===== src/rtl/cpu_seq_mc.sv =====
// Multi-cycle CPU control sequencer: FETCH/DECODE/EXECUTE/MEM/WB with a sticky TRAP state.
// Owns PC, instruction register and retire counter; handshakes imem/dmem via ack.
module cpu_seq_mc #(
   parameter int unsigned     XLEN         = 32,
   parameter logic [XLEN-1:0] RESET_PC     = '0,
   parameter int unsigned     IMEM_TIMEOUT = 15,
   parameter bit              SKIP_MEM     = 1'b1
) (
   input  logic            clk,
   input  logic            reset,
   output logic            imem_req,
   output logic [XLEN-1:0] imem_addr,
   input  logic            imem_ack,
   input  logic [31:0]     imem_rdata,
   output logic            dmem_req,
   input  logic            dmem_ack,
   input  logic            is_mem_op,
   input  logic            illegal,
   input  logic            branch_taken,
   input  logic [XLEN-1:0] branch_target,
   output logic [31:0]     instr,
   output logic [XLEN-1:0] pc,
   output logic [2:0]      state,
   output logic            rf_we,
   output logic            retire,
   output logic [31:0]     instret,
   output logic            fault,
   output logic [1:0]      fault_cause
);

   localparam logic [2:0] S_FETCH   = 3'b000;
   localparam logic [2:0] S_DECODE  = 3'b001;
   localparam logic [2:0] S_EXECUTE = 3'b010;
   localparam logic [2:0] S_MEM     = 3'b011;
   localparam logic [2:0] S_WB      = 3'b100;
   localparam logic [2:0] S_TRAP    = 3'b101;

   localparam logic [1:0] C_TIMEOUT  = 2'd1;
   localparam logic [1:0] C_ILLEGAL  = 2'd2;
   localparam logic [1:0] C_MISALIGN = 2'd3;

   // Last FETCH wait count that may still see an ack before the fetch is declared dead.
   localparam logic [7:0] TMO_LAST = 8'(IMEM_TIMEOUT - 1);

   logic [2:0]      state_q, state_d;
   logic [XLEN-1:0] pc_q, pc_d;
   logic [XLEN-1:0] npc_q, npc_d;
   logic [31:0]     instr_q, instr_d;
   logic [31:0]     instret_q, instret_d;
   logic [7:0]      cnt_q, cnt_d;
   logic [1:0]      cause_q, cause_d;

   always_comb begin
      state_d   = state_q;
      pc_d      = pc_q;
      npc_d     = npc_q;
      instr_d   = instr_q;
      instret_d = instret_q;
      cnt_d     = cnt_q;
      cause_d   = cause_q;
      case (state_q)
         S_FETCH: begin
            if (imem_ack) begin
               instr_d = imem_rdata;
               cnt_d   = '0;
               state_d = S_DECODE;
            end else if (cnt_q == TMO_LAST) begin
               cause_d = C_TIMEOUT;
               state_d = S_TRAP;
            end else begin
               cnt_d = cnt_q + 8'd1;
            end
         end
         S_DECODE: begin
            if (illegal) begin
               cause_d = C_ILLEGAL;
               state_d = S_TRAP;
            end else begin
               state_d = S_EXECUTE;
            end
         end
         S_EXECUTE: begin
            // A misaligned redirect traps before next_pc is latched, so pc stays put.
            if (branch_taken && (branch_target[1:0] != 2'b00)) begin
               cause_d = C_MISALIGN;
               state_d = S_TRAP;
            end else begin
               npc_d   = branch_taken ? branch_target : pc_q + XLEN'(4);
               state_d = (is_mem_op || !SKIP_MEM) ? S_MEM : S_WB;
            end
         end
         S_MEM: begin
            if (!is_mem_op || dmem_ack) state_d = S_WB;
         end
         S_WB: begin
            pc_d      = npc_q;
            instret_d = instret_q + 32'd1;
            state_d   = S_FETCH;
         end
         S_TRAP: state_d = S_TRAP;
         default: state_d = S_TRAP;
      endcase
   end

   always_ff @(posedge clk or posedge reset) begin
      if (reset) begin
         state_q   <= S_FETCH;
         pc_q      <= RESET_PC;
         npc_q     <= RESET_PC;
         instr_q   <= '0;
         instret_q <= '0;
         cnt_q     <= '0;
         cause_q   <= '0;
      end else begin
         state_q   <= state_d;
         pc_q      <= pc_d;
         npc_q     <= npc_d;
         instr_q   <= instr_d;
         instret_q <= instret_d;
         cnt_q     <= cnt_d;
         cause_q   <= cause_d;
      end
   end

   assign imem_req    = (state_q == S_FETCH);
   assign imem_addr   = pc_q;
   assign dmem_req    = (state_q == S_MEM) && is_mem_op;
   assign rf_we       = (state_q == S_WB);
   assign retire      = (state_q == S_WB);
   assign fault       = (state_q == S_TRAP);
   assign fault_cause = cause_q;
   assign instr       = instr_q;
   assign pc          = pc_q;
   assign state       = state_q;
   assign instret     = instret_q;

endmodule

===== config.mk =====
export PLATFORM = sky130hd
export DESIGN_NAME = cpu_seq_mc
export DESIGN_NICKNAME = d
export VERILOG_FILES = /design/src/rtl/cpu_seq_mc.sv
export SDC_FILE = /design/constraint.sdc
export NUM_CORES = 1
export LEC_CHECK = 0
export ABC_AREA = 1
export BUFFER_PORTS_ARGS = -buffer_cell sky130_fd_sc_hd__buf_2
export CAP_MARGIN = 20
export CORE_UTILIZATION = 35
export DETAILED_ROUTE_END_ITERATION = 6
export SLEW_MARGIN = 25
export SYNTH_ARGS = -nofsm -noshare
export SYNTH_HDL_FRONTEND = slang
export SYNTH_SLANG_ARGS = --single-unit

===== constraint.sdc =====
create_clock -name clk -period 7.6 [get_ports clk]
set_clock_uncertainty 0.1 [all_clocks]
set_input_delay 1.52 -clock clk [delete_from_list [all_inputs] [get_ports clk]]
set_output_delay 1.52 -clock clk [all_outputs]
set_load 0.005 [all_outputs]

# Word level (Yosys, flattened, before mapping)
# Cells that the tools add are included.
[op_classes]
addsub = 3
n_eq_ne = 13
mux = 15
n_bitwise = 1
reduce_logical = 12
[ops]
columns = ["cell", "n"]
rows = [
  ["adder 32 x 1 -> 32 bit, second input constant", 1],
  ["adder 32 x 3 -> 32 bit, second input constant", 1],
  ["two-way mux 32 bit", 1],
  ["two-way mux 3 bit", 6],
  ["two-way mux 8 bit", 2],
  ["one-hot mux 3 bit (5 select lines)", 1],
  ["!= test 2 bit, second input constant", 5],
  ["adder 8 x 1 -> 8 bit, second input constant", 1],
  ["== test 8 x 4 -> 1 bit, second input constant", 1],
  ["two-way mux 2 bit", 4],
  ["AND reduction 2 bit", 4],
  ["== test 3 x 2 -> 1 bit, second input constant", 2],
  ["== test 3 bit, second input constant", 2],
  ["one-hot mux 2 bit (3 select lines)", 1],
  ["AND reduction 5 bit", 1],
  ["== test 3 x 1 -> 1 bit, second input constant", 1],
  ["zero test 3 bit", 1],
  ["!= test 3 x 1 -> 1 bit, second input constant", 1],
  ["nonzero test 3 bit", 1],
  ["logical AND 1 bit", 2],
  ["!= test 2 x 1 -> 1 bit, second input constant", 1],
  ["nonzero test 2 bit", 1],
  ["zero test 1 bit", 1],
  ["logical OR 1 bit", 1],
  ["inverter 1 bit", 1],
]
[word_totals]
reg_bits = 141
in_bits = 71
out_inout_bits = 138
elab_cells = 51

# Longest topological paths before layout
# Gate-level depths: netlist (run 1).
[depth]
depth_word = 4
ltp_mapped = 11
mapped_depth_nobuf = 10

# Least setup slack after synthesis (run 1)
# OpenSTA, ideal clock, no wires.
[synth_timing]
kind = "input port to output port"
start = "in is_mem_op"
end = "out dmem_req"
arrival_time_ns = 1.686
required_ns = 5.980
slack_ns = 4.294
stages = 2
n_path_buf = 0
cell_sequence = "nand2_1 > nor2_1"
[synth_via]
elab_chain_len = 1
[synth_rtl]
columns = ["item", "line_no", "source"]
rows = [
  ["start: declaration", "17", "input logic is_mem_op,"],
  ["logical AND 1 bit", "127", "assign dmem_req = (state_q == S_MEM) && is_mem_op;"],
  ["end: declaration", "15", "output logic dmem_req,"],
]
# No other way between the ends.

# Worst setup path in the final report (run 1)
[layout_timing]
start = "reg state_q[1] (netlist: state[1])"
end = "out retire"
[layout_via]
elab_chain_len = 1
[layout_rtl]
columns = ["item", "line_no", "source"]
rows = [
  ["start: declaration", "45", "logic [2:0] state_q, state_d;"],
  ["start signal: assignment", "115", "state_q <= state_d;"],
  ["== test 3 bit", "129", "assign retire = (state_q == S_WB);"],
  ["end: declaration", "25", "output logic retire,"],
]
# No other way between the ends.

==> out/qor.yml, run 1 <==
synth:
  synth_edf_count: 0
  synth-main-ff-cell: "dfrtp_1"
  syn_nets: 1011
  synth_top_area_share: 0.460
  ys_types: 36
  synth_area_per_cell_um2: 8.19
  ys_seq_elements: 141
  synth_cells: 936
  ys_top_cells_by_area: "dfrtp_1 46%, nand2_1 15%, mux2_4 5.7%, nor2_1 5.1%, buf_4 3.4%"
  yosys.area.top_type: "dfrtp_1"
  synth-seq-area-share: 0.460
  yosysWarnings: 0
  async_flop_share: 1.00
  synth_area_um2: 7660
power_and_ir_drop:
  powerDensity_nw_per_um2: 178
  comb_power_share: 0.029
  finalPower_mw: 1.65
  p_seq_frac: 0.455
  leakage_nw: 4.89
  vdd_drop_max_mv: 0.119
  p_sw_mw: 0.380
  swShare: 0.231
  clkPwrFrac: 0.516
  p_int_mw: 1.27
routing:
  drtAntennaViolNets: 0
  firstDrtPassIters: 5
  dr.first_iter.drc_count: 315
  wl_mm: 19.5
  vias: 6526
  post_drt_wl_per_cell_um: 14.0
  viasPerCell: 4.67
  drcViolationCount: 0
setup_path:
  crit_start: "state[1]$_DFFE_PP0P_"
  critPathLaunchType: "register"
  rr_endpoint: "instret[19]$_DFFE_PP0P_"
  critical_path_required_ns: 5.98
  arrival_ns: 2.20
  criticalPathCategory: "reg -> out"
  worstSetupEndpoint: "retire"
  reg2reg_slack_ns: 5.16
  r2r-start: "state[1]$_DFFE_PP0P_"
  cp-end-kind: "primary output"
  path_max_fanout: 48
  reg2regPathDepth: 9
placement:
  port_buffers: 208
  gp_congestion: 0.838
  dp_hpwl_mm: 14.3
  dp_slack_ns: 3.85
  dpl_cell_area_um2: 8680
  dp_cells: 1365
cts:
  cts_resized: 0
  cts_sinks: 141
  cts_hold_buffers: 0
  h-tree-depth: 4
  cts_tree: "built"
  cts_root_buffer: "clkbuf_16"
  cts_buffers: 17
  insertion_delay_ns: 0.42
  clk_pin_slew_worst_paths_ns: 0.07
  cts_max_path_buffers: 2
  post_cts_buffers: 0
final_layout:
  antenna_cells: 0
  design.final.nets: 1184
  layout_common_cells: "308 x nand2_1, 208 x buf_2, 141 x dfrtp_1"
  layout-drive-gt1-share: 0.280
  layout_commonest_cell: "nand2_1"
  finalNonFillerCells: 1397
  syn_to_final_growth_pct: 21.0
  final_util: 0.437
  final_area_um2: 9280
global_route:
  grt_pass1_wl_mm: 31.6
  grt_overflow: 0
  grt_use_total: 0.182
  grt_antenna_before_repair: 2
  grt_pass1_vias: 6141
  grt_max_degree: 73
die:
  start_util: 0.361
  core_area_um2: 21200
  die_area_um2: 22500
  die_w_um: 150
  die_h_um: 150
  io_pins: 209
  row_count: 53
timing:
  fmax_mhz: 262
  fin_crit_sh: 0.503
  final_max_slew_viol_count: 0
  worst_pin_slew_ns: 0.897
  grt_setup_unrepaired: "false"
  slew_headroom: 0.402
  setup_viol: 0
  hold_ws_ns: 0.370
  fin_setup_tns_ns: 0
  layout_setup_ws_ns: 3.78
  period_minus_slack_ns: 3.82
  hold_viol_final: 0
outcome:
  outcome: "finished clean"
flow_run:
  drv_cap: 0
hold_path:
  hold_path.class: "reg -> reg"
-- per-layer routing --
metal | share of wire | routed length, µm | global-route usage
met5 | 0.00051 | 10 | 0
met4 | 0.0093 | 182 | 0.0429
met3 | 0.058 | 1130 | 0.0463
met2 | 0.48 | 9300 | 0.302
met1 | 0.46 | 8900 | 0.235
-- cell families (layout without fill, tap and decap cells) --
logic type	Yosys count	in the layout	synth area share
flops	141	141	0.460
buf+inv	125	311	0.0847
compound gates	83	83	0.0625
fa+ha+maj	4	4	0.00653
simple gates	525	525	0.295
mux	32	32	0.0612
xor+xnor	26	26	0.0297
-- cell usage after synthesis (10+ instances only) --
cell type	count
nand2_1	308
dfrtp_1	141
nor2_1	104
inv_1	62
nand3_1	48
buf_4	35
o21ai_0	34
mux2_4	29
a21oi_1	20
xor2_1	14
nor2_2	13
xnor2_1	12
nand3b_1	10
nand4_1	10
-- power by group through the flow --
| stage | clock [mW] | sequential [mW] | combinational (mW) |
|---|---|---|---|
| 4_1_cts | 0.869 | 0.750 | 0.0493 |
| 3_3_place_gp | 0 | 0.764 | 0.0492 |
| 5_1_grt | 0.901 | 0.750 | 0.0534 |
| 6_report | 0.851 | 0.750 | 0.0470 |
| 2_1_floorplan | 0 | 0.765 | 0.0207 |
| 3_5_place_dp | 0 | 0.764 | 0.0492 |
-- cell type report --
| type | count | area (µm²) |
|---|---|---|
| clock inverters | 13 | 155 |
| flip-flops and latches | 141 | 3530 |
| multi-input cells | 670 | 3490 |
| well taps | 275 | 344 |
| clock buffers | 19 | 443 |
| repair buffers | 210 | 1060 |
| inverters | 69 | 264 |
| fillers | 2162 | 11900 |
-- critical path, stage by stage, from the launching register on --
cell     delay, ns
dfrtp_1       0.45
nor2_4        0.15
nand2_2       0.05
buf_4         0.29
inv_2         0.58
buf_2         0.23
-- worst min-delay path by stage --
stage	start	end	slack (ns)	cells past startpoint
floorplan	npc_q[19]$_DFFE_PP0P_	imem_addr[19]$_DFFE_PP0P_	0.34	2
global placement	npc_q[19]$_DFFE_PP0P_	imem_addr[19]$_DFFE_PP0P_	0.35	2
detailed placement	npc_q[19]$_DFFE_PP0P_	imem_addr[19]$_DFFE_PP0P_	0.36	2
CTS	npc_q[25]$_DFFE_PP0P_	imem_addr[25]$_DFFE_PP0P_	0.37	2
global route	npc_q[19]$_DFFE_PP0P_	imem_addr[19]$_DFFE_PP0P_	0.40	2
finish	npc_q[25]$_DFFE_PP0P_	imem_addr[25]$_DFFE_PP0P_	0.37	2
-- state kept, by name, summed over array words and instances, names as in the netlist --
register,count
instr,32
instret,32
cnt_q,8
fault_cause,2
npc_q,32
state,3
imem_addr,32
No activity file was read; power rests on OpenSTA's default activity.
==> run 2: changes to the inputs <==
- clock period: 7.6 -> 3.4 ns (I/O delays scaled with it)
==> out/qor.yml, run 2 (same netlist as run 1, synthesis figures left out) <==
outcome:
  outcome: "finished clean"
placement:
  gp_congestion: 0.825  # -1.6%
  port_buffers: 208  # unchanged
  dp_hpwl_mm: 15.1  # +5.5%
  dpl_cell_area_um2: 8730  # +0.65%
flow_run:
  drv_cap: 0  # unchanged
timing:
  hold_ws_ns: 0.152  # -0.218 ns
  fin_crit_sh: 0.728
  grt_setup_unrepaired: "false"
  slew_headroom: 0.462  # +0.0593
  fmax_mhz: 404
  final_max_slew_viol_count: 0  # unchanged
  worst_pin_slew_ns: 0.806  # -0.0902 ns
  period_minus_slack_ns: 2.47
  fin_setup_tns_ns: 0  # unchanged
  hold_viol_final: 0  # unchanged
  setup_viol: 0  # unchanged
final_layout:
  layout_common_cells: "308 x nand2_1, 208 x buf_2, 141 x dfrtp_1"
  layout-drive-gt1-share: 0.285  # +0.00472
  design.final.nets: 1190  # +0.51%
  syn_to_final_growth_pct: 21.5
  final_area_um2: 9310  # +0.40%
  final_util: 0.439  # +0.00177
  layout_commonest_cell: "nand2_1"
global_route:
  grt_max_degree: 46  # -37%
  grt_pass1_vias: 6261  # +2.0%
  grt_overflow: 0  # unchanged
  grt_use_total: 0.189  # +0.00724
  grt_pass1_wl_mm: 32.7  # +3.7%
  grt_antenna_before_repair: 2  # unchanged
setup_path:
  slowest_delay_ns: 0.45  # -0.13 ns
  cp-end-kind: "primary output"
  cp.buffers_inverters: 2  # -1
  critical_path_required_ns: 2.62  # -3.36 ns
  reg2regPathDepth: 10  # +1
  criticalPathCategory: "reg -> out"
  rr_endpoint: "npc_q[26]$_DFFE_PP0P_"
  crit_start: "state[1]$_DFFE_PP0P_"
  slowest_stage: "dfrtp_1"
  arrival_ns: 1.69  # -0.51 ns
  path_cells: "nor2_4 > nand2_2 > inv_2 > buf_2"
  critPathLaunchType: "register"
  path_max_fanout: 12  # -75%
  r2r-start: "imem_addr[2]$_DFFE_PP0P_"
  cp_top_family: "flip-flops"
  reg2reg_slack_ns: 1.38  # -3.78 ns
  crit_cells: 4  # -1
  worstSetupEndpoint: "retire"
routing:
  wl_mm: 20.3  # +4.1%
  firstDrtPassIters: 5  # unchanged
  dr.first_iter.drc_count: 239  # -24%
  viasPerCell: 4.73  # +1.2%
  drcViolationCount: 0  # unchanged
  post_drt_wl_per_cell_um: 14.5  # +3.5%
  vias: 6642  # +1.8%
  drtAntennaViolNets: 0  # unchanged
die:
  die_w_um: 150  # unchanged
  core_area_um2: 21200  # unchanged
  row_count: 53  # unchanged
  die_h_um: 150  # unchanged
  start_util: 0.361  # unchanged
  die_area_um2: 22500  # unchanged
  io_pins: 209  # unchanged
cts:
  cts_hold_buffers: 0  # unchanged
  cts_sinks: 141  # unchanged
  cts_max_path_buffers: 2  # unchanged
  post_cts_buffers: 0  # unchanged
  insertion_delay_ns: 0.42  # about the same
  cts_resized: 0  # unchanged
  cts_root_buffer: "clkbuf_16"
  cts_buffers: 17  # unchanged
  cts_tree: "built"
  clk_pin_slew_worst_paths_ns: 0.07  # about the same
  h-tree-depth: 4  # unchanged
power_and_ir_drop:
  vdd_drop_max_mv: 0.318  # +170%
  leakage_nw: 4.91  # +0.36%
  powerDensity_nw_per_um2: 388  # +120%
hold_path:
  hold_path.class: "in -> async"
## run 2: changes by cell type in the layout (fill, tap and decap cells not counted), sizes merged
| cell | change |
|---|---|
| clkinv | -1 |
| buf | +6 |
| inv | +2 |
| clkinvlp | +2 |
| clkbuf | -2 |
| diode | +2 |
| bufinv | -1 |
## run 2: cell type report
class	instances	area [µm²]
Timing Repair Buffer	216	1110
Fill cell	2140	11900
Tap cell	275	344
Multi-Input combinational cell	670	3490
Clock inverter	15	149
Clock buffer	17	425
Antenna cell	2	5.00
Inverter	69	263
Sequential cell	141	3530
## run 2: worst register-to-register path, delay by kind of cell (launching register included)
kind                       cells  cell delay, ns
adders and majority gates      1            0.28
DFF                            1            0.52
and+or+nand+nor                9            1.01
## run 2: per-layer routing
metal,vias up,GRT usage,wire [µm]
met3,18,0.0402,1070
met2,205,0.313,9790
li1,3326,-,-
met5,-,0,0
met1,3093,0.246,9210
met4,0,0.0561,248
## run 2: worst min path at each step
stage,cells past startpoint,slack [ns],start,endpoint
finish,2,0.15,reset,cnt_q[1]$_DFFE_PP0P_
global route,2,0.16,reset,cnt_q[1]$_DFFE_PP0P_
CTS,2,0.15,reset,cnt_q[1]$_DFFE_PP0P_
detailed placement,2,0.36,npc_q[19]$_DFFE_PP0P_,imem_addr[19]$_DFFE_PP0P_
global placement,2,0.35,npc_q[20]$_DFFE_PP0P_,imem_addr[20]$_DFFE_PP0P_
floorplan,2,0.34,npc_q[19]$_DFFE_PP0P_,imem_addr[19]$_DFFE_PP0P_
## run 2: per-stage QoR
stage               power (mW)  instances  setup WS (ns)
CTS                       3.66       1403          0.865
finish                    3.62       1405          0.926
floorplan                 1.76        936          0.857
global placement          1.82       1371           1.16
global route              3.75       1405          0.772
detailed placement        1.82       1371           1.12
## run 2: power breakdown
group / switching [mW] / leakage [nW] / internal (mW)
combinational: 0.0698 / 2.73 / 0.0404
clock: 0.797 / 0.284 / 1.03
sequential: 0 / 1.89 / 1.68
==> run 3: changes to the inputs <==
- clock period: 3.4 -> 2 ns (I/O delays scaled with it)
==> out/qor.yml, run 3 (same netlist as run 1, synthesis figures left out) <==
routing:
  wl_mm: 20.8  # +2.4%
  viasPerCell: 4.79  # +1.2%
  post_drt_wl_per_cell_um: 14.7  # +1.7%
  dr.first_iter.drc_count: 315  # +32%
  drtAntennaViolNets: 0  # unchanged
  drcViolationCount: 0  # unchanged
  firstDrtPassIters: 5  # unchanged
  vias: 6772  # +2.0%
setup_path:
  r2r-start: "state[0]$_DFFE_PP0P_"
  critical_path_required_ns: 1.50  # -1.12 ns
  path_max_fanout: 9  # -3
  reg2reg_slack_ns: 0.23  # -1.15 ns
  cp-end-kind: "primary output"
  slowest_stage: "dfrtp_2"
  critPathLaunchType: "register"
  rr_endpoint: "instret[28]$_DFFE_PP0P_"
  criticalPathCategory: "reg -> out"
  path_cells: "nor2_4 > nand2_2 > inv_8 > buf_2"
  reg2regPathDepth: 9  # -1
  slowest_delay_ns: 0.44  # about the same
  arrival_ns: 1.38  # -0.31 ns
hold_path:
  holdPathStages: 2
  holdPathEnd: "instr[25]$_DFFE_PP0P_"
  hold_path.class: "in -> reg"
  hold_start: "imem_rdata[25]"
cts:
  cts_buffers: 17  # unchanged
  cts_tree: "built"
  insertion_delay_ns: 0.44  # +0.02 ns
  cts_sinks: 141  # unchanged
  cts_max_path_buffers: 2  # unchanged
  cts_root_buffer: "clkbuf_16"
  h-tree-depth: 4  # unchanged
  clk_pin_slew_worst_paths_ns: 0.08  # about the same
final_layout:
  layout_common_cells: "308 x nand2_1, 208 x buf_2, 138 x dfrtp_1"
  syn_to_final_growth_pct: 23.7
  design.final.nets: 1199  # +0.76%
  layout-drive-gt1-share: 0.292  # +0.00742
  layout_commonest_cell: "nand2_1"
  finalNonFillerCells: 1415  # +0.71%
placement:
  gp_congestion: 0.860  # +4.2%
  dp_hpwl_mm: 15.2  # +0.60%
  port_buffers: 208  # unchanged
  dp_cells: 1377  # +0.44%
  dp_slack_ns: 0.249  # -0.874 ns
die:
  io_pins: 209  # unchanged
  die_h_um: 150  # unchanged
  die_area_um2: 22500  # unchanged
  start_util: 0.361  # unchanged
  die_w_um: 150  # unchanged
  row_count: 53  # unchanged
  core_area_um2: 21200  # unchanged
outcome:
  outcome: "finished clean"
power_and_ir_drop:
  leakage_nw: 4.98  # +1.6%
  finalPower_mw: 6.31  # +74%
  powerDensity_nw_per_um2: 665  # +71%
  vdd_drop_max_mv: 0.539  # +70%
timing:
  slew_headroom: 0.567  # +0.105
  final_max_slew_viol_count: 0  # unchanged
  period_minus_slack_ns: 1.88
  grt_setup_unrepaired: "false"
  worst_pin_slew_ns: 0.650  # -0.156 ns
  fin_crit_sh: 0.942
  hold_viol_final: 0  # unchanged
  fin_setup_tns_ns: 0  # unchanged
  hold_ws_ns: 0.0859  # -0.0657 ns
  layout_setup_ws_ns: 0.115  # -0.811 ns
  setup_viol: 0  # unchanged
  fmax_mhz: 531
flow_run:
  drv_cap: 0  # unchanged
global_route:
  grt_max_degree: 117  # +150%
  grt_overflow: 0  # unchanged
  grt_use_total: 0.194  # +0.00499
  grt_pass1_vias: 6412  # +2.4%
  grt_pass1_wl_mm: 33.4  # +1.9%
  grt_antenna_before_repair: 3  # +1
[run 3: where the power goes]
part / internal [mW] / switching (mW)
clock network: 1.71 / 1.56
registers: 2.85 / 0
logic: 0.0711 / 0.117
total: 4.63 / 1.68
[run 3: metrics by stage]
stage,utilization,area (µm²)
after floorplan,-,7670
after global placement,0.416,8820
after detailed placement,0.416,8820
after CTS,0.445,9450
after global routing,0.447,9480
final,0.447,9480
[run 3: worst max-delay path by stage]
stage,start,endpoint
global placement,imem_addr[4]$_DFFE_PP0P_,npc_q[27]$_DFFE_PP0P_
finish,state[0]$_DFFE_PP0P_,retire
CTS,state[1]$_DFFE_PP0P_,retire
floorplan,reset,cnt_q[0]$_DFFE_PP0P_
global route,imem_addr[4]$_DFFE_PP0P_,npc_q[19]$_DFFE_PP0P_
detailed placement,imem_addr[3]$_DFFE_PP0P_,npc_q[30]$_DFFE_PP0P_
[run 3: layout make-up]
class                      count  area [µm²]
antenna                        3        7.51
clock buffer                  17         425
clock inverter                15         191
fill                        2158       11700
inverter                      69         270
multi-input combinational    670        3490
sequential                   141        3530
tap                          275         344
timing repair buffer         225        1220
[run 3: per-layer routing]
metal / share of wire / track usage / wire length (µm)
met2: 0.46 / 0.309 / 9650
met3: 0.055 / 0.0405 / 1140
met4: 0.023 / 0.0838 / 472
met1: 0.46 / 0.253 / 9540
met5: 0 / 0 / 0
[run 3: what timing repair did]
item | CTS | global route
gates resized for setup | 2 | 5
hold buffers | 1 | 0
endpoints found under the setup margin | 2 | 3
setup buffers | 0 | 2
hold endpoints to repair | 25 | 0
[run 3: worst max-delay path: cells and delay by family (launching register included)]
kind	cells	cell delay [ns]
flops	1	0.44
buf+inv	2	0.23
simple gates	2	0.28
